<file path="src/rtl/cba_pkg.sv">
// Shared types and constants for the sequential carry-bypass adder controller.
package cba_pkg;

    localparam int unsigned NIB_W = 4;

    typedef enum logic [1:0] {
        IDLE,
        RUN,
        DONE
    } state_t;

endpackage

</file>
<file path="src/rtl/cba_slice4.sv">
// 4-bit carry-bypass adder slice: ripple sum, with the carry-out taken straight
// from ci when every bit propagates.
module cba_slice4 (
    input  logic [3:0] a,
    input  logic [3:0] b,
    input  logic       ci,
    output logic [3:0] s,
    output logic       co,
    output logic       byp
);

    logic [3:0] p;
    logic [3:0] g;
    logic       cr;

    assign p   = a ^ b;
    assign g   = a & b;
    assign byp = &p;

    always_comb begin
        s  = '0;
        cr = ci;
        for (int unsigned i = 0; i < 4; i++) begin
            s[i] = p[i] ^ cr;
            cr   = g[i] | (p[i] & cr);
        end
        co = byp ? ci : cr;
    end

endmodule

</file>
<file path="src/rtl/cba_seq_adder_ctrl.sv">
// Sequential WIDTH-bit adder that time-shares one cba_slice4 over WIDTH/4 cycles.
// Optional subtract support (port sub) is enabled by defining CBA_SEQ_SUB_EN.
module cba_seq_adder_ctrl
    import cba_pkg::*;
#(
    parameter int unsigned WIDTH = 16
) (
    input  logic                               clk,
    input  logic                               rst,
    input  logic                               in_valid,
    output logic                               in_ready,
    input  logic [WIDTH-1:0]                   a,
    input  logic [WIDTH-1:0]                   b,
    input  logic                               cin,
`ifdef CBA_SEQ_SUB_EN
    input  logic                               sub,
`endif
    output logic                               out_valid,
    input  logic                               out_ready,
    output logic [WIDTH-1:0]                   sum,
    output logic                               cout,
    output logic [$clog2(WIDTH/NIB_W+1)-1:0]   bypass_cnt
);

    localparam int unsigned NIB  = WIDTH / NIB_W;
    localparam int unsigned IW   = (NIB > 1) ? $clog2(NIB) : 1;
    localparam logic [IW-1:0] LAST = IW'(NIB - 1);

    state_t           state;
    logic [WIDTH-1:0] a_q;
    logic [WIDTH-1:0] b_q;
    logic             carry;
    logic [IW-1:0]    idx;

    logic [WIDTH-1:0] b_eff;
    logic             cin_eff;
    logic [3:0]       sl_a;
    logic [3:0]       sl_b;
    logic [3:0]       sl_s;
    logic             sl_co;
    logic             sl_byp;

    // Subtraction is a + ~b + 1, so it reuses the adder path unchanged.
    always_comb begin
        b_eff   = b;
        cin_eff = cin;
`ifdef CBA_SEQ_SUB_EN
        if (sub) begin
            b_eff   = ~b;
            cin_eff = 1'b1;
        end
`endif
    end

    assign sl_a = a_q[NIB_W*idx +: NIB_W];
    assign sl_b = b_q[NIB_W*idx +: NIB_W];

    cba_slice4 u_slice (
        .a   (sl_a),
        .b   (sl_b),
        .ci  (carry),
        .s   (sl_s),
        .co  (sl_co),
        .byp (sl_byp)
    );

    always_ff @(posedge clk) begin
        if (rst) begin
            state      <= IDLE;
            in_ready   <= 1'b1;
            out_valid  <= 1'b0;
            sum        <= '0;
            cout       <= 1'b0;
            bypass_cnt <= '0;
            idx        <= '0;
            carry      <= 1'b0;
            a_q        <= '0;
            b_q        <= '0;
        end else begin
            case (state)
                IDLE: begin
                    if (in_valid) begin
                        a_q        <= a;
                        b_q        <= b_eff;
                        carry      <= cin_eff;
                        idx        <= '0;
                        sum        <= '0;
                        bypass_cnt <= '0;
                        cout       <= 1'b0;
                        in_ready   <= 1'b0;
                        state      <= RUN;
                    end
                end
                RUN: begin
                    sum[NIB_W*idx +: NIB_W] <= sl_s;
                    carry                   <= sl_co;
                    idx                     <= idx + 1'b1;
                    if (sl_byp) begin
                        bypass_cnt <= bypass_cnt + 1'b1;
                    end
                    if (idx == LAST) begin
                        cout      <= sl_co;
                        out_valid <= 1'b1;
                        state     <= DONE;
                    end
                end
                DONE: begin
                    if (out_ready) begin
                        out_valid <= 1'b0;
                        in_ready  <= 1'b1;
                        state     <= IDLE;
                    end
                end
                default: state <= IDLE;
            endcase
        end
    end

endmodule

</file>
<file path="config.mk">
export PLATFORM = sky130hd
export DESIGN_NAME = cba_seq_adder_ctrl
export DESIGN_NICKNAME = d
export VERILOG_FILES = /design/src/rtl/cba_pkg.sv /design/src/rtl/cba_slice4.sv /design/src/rtl/cba_seq_adder_ctrl.sv
export SDC_FILE = /design/constraint.sdc
export NUM_CORES = 1
export LEC_CHECK = 0
export BUFFER_PORTS_ARGS = -buffer_cell sky130_fd_sc_hd__buf_2
export CAP_MARGIN = 20
export CORE_MARGIN = 1.5
export CORE_UTILIZATION = 30
export DETAILED_ROUTE_END_ITERATION = 10
export GPL_ROUTABILITY_DRIVEN = 0
export HOLD_SLACK_MARGIN = 0.03
export PLACE_DENSITY_LB_ADDON = 0.2
export SLEW_MARGIN = 20
export SYNTH_ARGS = -nofsm -noshare
export SYNTH_HDL_FRONTEND = slang
export SYNTH_HIERARCHICAL = 1
export SYNTH_SLANG_ARGS = --single-unit
</file>
<file path="constraint.sdc">
create_clock -name clk -period 3.8 [get_ports clk]
set_clock_uncertainty 0.15 [all_clocks]
set_input_delay 0.38 -clock clk [delete_from_list [all_inputs] [get_ports clk]]
set_output_delay 0.38 -clock clk [all_outputs]
set_load 0.02 [all_outputs]
</file>
== After elaboration in Yosys (flattened, before gate mapping) ==
Cells that the tools add are included.
W data, S select, Z words.

* Bits in registers: 59
* Latch bits: 0
* Bits in writable memories: 0
* Memory bits (read-only): 0
* Input port bits: 37
* Output and inout bits: 22
* Logic and storage cells: 73
* Memories kept: 0

* Add/sub/neg operators: 3
* $mul: 0
* Div/mod/pow operators: 0
* Magnitude comparators: 0
* Eq/ne operators: 7
* Shift-type cells: 4
* Mux-type cells: 23
* Bitwise logic cells: 14
* Reduce and logical (&&, ||, !) cells: 12

{| class="wikitable"
|+ Operator list
! operator !! count
|-
| $neg A4 Y34 || 1
|-
| $shift A4 B34 Y16 const A || 1
|-
| $shiftx A4 B34 Y16 || 1
|-
| $pmux W16 S2 || 1
|-
| $shiftx A16 B5 Y4 || 2
|-
| $bwmux W16 || 1
|-
| $mux W16 || 1
|-
| $reduce_and A3 Y1 || 5
|-
| $mux W2 || 4
|-
| $pmux W1 S2 || 4
|-
| $mux W1 || 7
|-
| $mux W3 || 2
|-
| $ne A2 B2 Y1 const B || 3
|-
| $pmux W2 S3 || 1
|-
| $pmux W3 S2 || 1
|-
| $reduce_bool A2 Y1 || 3
|-
| $and A1 B1 Y1 || 4
|-
| $and A4 B4 Y4 || 1
|-
| $eq A2 B2 Y1 const B || 2
|-
| $or A1 B1 Y1 || 4
|-
| $pmux W2 S2 || 1
|-
| $reduce_and A2 Y1 || 2
|-
| $reduce_and A4 Y1 || 1
|-
| $xor A1 B1 Y1 || 4
|-
| 6 further kinds || 6
|}

== Depth between registers and ports, before layout ==
* Depth after elaboration: 13
* Gate-level depth with buffers: 12
* Gate-level depth less buffers: 11

== Hierarchy ==
Netlist, hierarchy kept.

{| class="wikitable"
|+ By module, submodules not included
! module !! times used !! cells each !! area each (um^2) !! seq. area each (um^2)
|-
| cba_seq_adder_ctrl || 1 || 261 || 2,534.9 || 1,181.1
|-
| cba_slice4 || 1 || 19 || 185.2 || 0.0
|}

== Worst setup path before layout ==
OpenSTA, ideal clock, no wires.

* Path type: flip-flop to flip-flop
* Start point: register idx[0]
* End point: register sum[11]
* Library setup time: 0.059 ns
* Data arrival time: 2.892 ns
* Required time: 3.591 ns
* Setup slack: 0.699 ns
* Stages on the path, launching flop included: 12
* Path buffers: 1
* Clock period less this slack: 3.101 ns
* Path through: dfxtp_1 buf_2 mux4_2 inv_1 fa_1 inv_1 fa_1 fa_1 inv_1 fa_1 inv_1 a22o_1

* Cells in the longest elaborated chain, start to end: 12
* Elaborated cells on any way between the ends: 19
* Classes of those cells: 1 x add/sub; 4 x shift; 2 x mux; 12 x bitwise

{| class="wikitable"
|+ RTL lines
! what !! line !! text
|-
| start, declared || cba_seq_adder_ctrl.sv:33 || <nowiki>logic [IW-1:0] idx;</nowiki>
|-
| start signal, assigned || cba_seq_adder_ctrl.sv:97 || <nowiki>idx <= idx + 1'b1;</nowiki>
|-
| $shiftx A16 B5 Y4 * || cba_seq_adder_ctrl.sv:55 || <nowiki>assign sl_a = a_q[NIB_W*idx +: NIB_W];</nowiki>
|-
| net sl_a[0] || cba_seq_adder_ctrl.sv:37 || <nowiki>logic [3:0] sl_a;</nowiki>
|-
| $xor A4 B4 Y4 || cba_slice4.sv:16 || <nowiki>assign p = a ^ b;</nowiki>
|-
| $and A1 B1 Y1 || cba_slice4.sv:25 || <nowiki>cr = g[i] | (p[i] & cr);</nowiki>
|-
| $or A1 B1 Y1 * || cba_slice4.sv:25 ||
|-
| $and A1 B1 Y1 * || cba_slice4.sv:25 ||
|-
| $or A1 B1 Y1 * || cba_slice4.sv:25 ||
|-
| $and A1 B1 Y1 * || cba_slice4.sv:25 ||
|-
| $or A1 B1 Y1 * || cba_slice4.sv:25 ||
|-
| $xor A1 B1 Y1 * || cba_slice4.sv:24 || <nowiki>s[i] = p[i] ^ cr;</nowiki>
|-
| net sl_s[3] || cba_seq_adder_ctrl.sv:39 || <nowiki>logic [3:0] sl_s;</nowiki>
|-
| $shiftx A4 B34 Y16 * || cba_seq_adder_ctrl.sv:95 || <nowiki>sum[NIB_W*idx +: NIB_W] <= sl_s;</nowiki>
|-
| $bwmux W16 * || cba_seq_adder_ctrl.sv:95 ||
|-
| $pmux W16 S2 * || cba_seq_adder_ctrl.sv:80 || <nowiki>case (state)</nowiki>
|-
| end signal, assigned by index || cba_seq_adder_ctrl.sv:95 ||
|-
| end, declared || cba_seq_adder_ctrl.sv:20 || <nowiki>output logic [WIDTH-1:0] sum,</nowiki>
|}

The timed path passes the listed nets; every way through them passes the cells marked *.
A chain may end at the register's enable or synchronous reset.

== Worst setup path after layout ==
* Start point: register idx[0]
* End point: register sum[3]

Same word-level chain as after synthesis.

==> results.yml <==
status:
  outcome: "finished clean"
floorplan:
  die_w_um: 98.2
  initial_core_util_pct: 31.0
  rows: 34
  coreArea_um2: 8760
  pin_count: 59
  die-area_um2: 9650
  die_h_um: 98.2
worst_setup_path:
  cp_max_fo: 10
  crit_path_start_kind: "flop"
  criticalPathCategory: "reg2reg"
  critPathArrivalTime_ps: 3270
  r2r_cells: 10
  r2r_setup_slack_ps: 660
  cp.required_ps: 3930
  worst_setup_path_end_kind: "flop"
timing:
  slew_violations: 0
  relSlewSlack_pct: 52.8
  fin_setup_tns_ps: 0
  worst_pin_slew_ps: 709
  fmax_mhz: 318
  fin_crit_ps: 3140
  period_share_pct: 82.7
  holdWs_ps: 124
  final_hold_viol_count: 0
  setup_viol: 0
  rsz0062_at_grt: "false"
cts:
  cts_root_buf: "clkbuf_8"
  clk_latency_ps: 340
  cts_hold_buf: 0
  cts_buffers: 9
  cts-htree-levels: 3
  post_cts_buffers: 0
  cts.clk_slew.worst_paths_ps: 70
  clkSinkCount: 59
  cts_tree: "yes"
  ctsResizeCount: 0
  cts_max_path_buffers: 2
routing:
  routed_via_density: 4.72
  vias: 2121
  dr.pass1.iters: 4
  antenna_left: 0
  drtIter0Drc: 61
  wl_per_cell_um: 14.1
  drcViolationCount: 0
  wl_um: 6310
final_layout:
  area_delta_synth_final_pct: 19.5
  drive_above_1_share_pct: 29.6
  final_common_cell: "nand2_1"
  layout.nets: 387
  antennaDiodeCount: 0
  post-route-util_pct: 37.1
  final_cell_mix: "nand2_1, dfxtp_1, buf_2, a21oi_1"
power:
  finalPower_mw: 1.45
  seqPwrFrac_pct: 46.2
  powerDensity_nw_per_um2: 445
  ir_drop_mv: 0.223
  combPwrFrac_pct: 12.6
  p_switching_uw: 371
  p_int_mw: 1.08
  p_clk_share_pct: 41.2
  swShare_pct: 25.6
  p_leak_nw: 1.39
place:
  io_buffers: 58
  dp_hpwl_um: 4630
worst_hold_path:
  whs_path_depth: 3
  worstHoldPathType: "in2reg"
global_route:
  grt_pass1_vias: 2146
  grt_start_max_net_pins: 35
  antenna_found_initial: 0
  grt_pass1_wl_um: 10600
  grt_overflow: 0
  grt_util_all_layers_pct: 14.0
job:
  cap_violations: 0
logic_synthesis:
  syn-num-nets: 331
  ys.flop_type: "dfxtp_1"
  synth.yosys.seq_area_share_pct: 43.4
  async_flop_share_pct: 0
  synthesis.area_um2: 2720
  syn_inst: 280
  synth-edff-count: 0
  synth_seq_cells: 59
  yosysUniqueCellTypes: 40
  syn_area_per_cell_um2: 9.71
  ys.warnings.count: 6
power by group through the flow:
stage	clock network [mW]	logic [mW]	registers (mW)
2_1_floorplan	0	0.140	0.674
3_3_place_gp	0	0.183	0.683
3_5_place_dp	0	0.184	0.683
4_1_cts	0.619	0.185	0.669
5_1_grt	0.647	0.206	0.672
6_report	0.597	0.182	0.669
cells by family (layout without fill, tap and decap cells):
| family | Yosys count | after routing | synth area share (%) |
|---|---|---|---|
| AO/OA/AOI/OAI | 65 | 65 | 15.5 |
| XOR/XNOR | 2 | 2 | 0.644 |
| adder cells (fa/ha/maj) | 14 | 14 | 7.54 |
| buffers and inverters | 32 | 93 | 7.08 |
| flip-flops | 59 | 59 | 43.4 |
| multiplexers | 13 | 13 | 8.65 |
| AND/OR/NAND/NOR | 95 | 95 | 17.2 |
metrics by stage:
| stage | std cells | worst slack [ps] | area, um2 |
|---|---|---|---|
| after CTS | 449 | 648 | 3250 |
| after floorplan | 280 | 699 | 2720 |
| after detailed placement | 433 | 673 | 3040 |
| after global placement | 433 | 714 | 3040 |
| after global routing | 449 | 463 | 3250 |
| final | 449 | 659 | 3250 |
critical path, stage by stage (launching register included):
cell and delay (ps):
dfxtp_1 550, mux4_2 570, inv_1 90, fa_1 170, inv_1 50, fa_1 380, fa_1 370, inv_1 80
fa_1 410, inv_1 130, a22o_1 130
layout make-up:
type | count | area [um2]
timing repair buffer | 62 | 320
sequential | 59 | 1180
multi-input combinational | 189 | 1350
inverter | 15 | 56.3
clock inverter | 4 | 47.5
tap | 108 | 135
fill | 936 | 5510
clock buffer | 12 | 165
worst paths after layout:
check                              from      end
worst max-delay path             idx[0]   sum[3]
worst min-delay path              a[11]  a_q[11]
worst min register to register  b_q[14]  b_q[14]
worst max register to register   idx[0]   sum[3]
per-layer routing:
metal | routed length [um] | GRT usage (%) | vias to the layer above
li1 | - | - | 1081
met1 | 3050 | 18.2 | 971
met2 | 2870 | 21.2 | 58
met3 | 282 | 5.30 | 11
met4 | 110 | 4.88 | 0
met5 | 0 | 0 | -
registers in the layout, indices dropped and copies added, names as in the netlist:
name        flops
a_q            16
b_q            16
sum            16
bypass_cnt      3
idx             2
state           2
carry           1
cout            1
in_ready        1
out_valid       1
cells in the mapped netlist, types with 3 or more instances:
cell	number	area share, %
nand2_1	63	8.7
dfxtp_1	59	43
a21oi_1	35	6.4
a22o_1	15	4.8
inv_1	15	2.1
ha_1	10	4.6
buf_6	9	3.7
mux4_2	8	6.6
nor2_1	6	0.83
a21oi_2	4	1.3
buf_2	4	0.74
clkbuf_1	4	0.55
fa_1	4	2.9
mux2_2	4	1.7
a31oi_1	3	0.69
nand2_2	3	0.69
nand3b_1	3	0.83
nor3_1	3	0.55
nor3b_1	3	0.83
(Power assumes the default switching activity.)
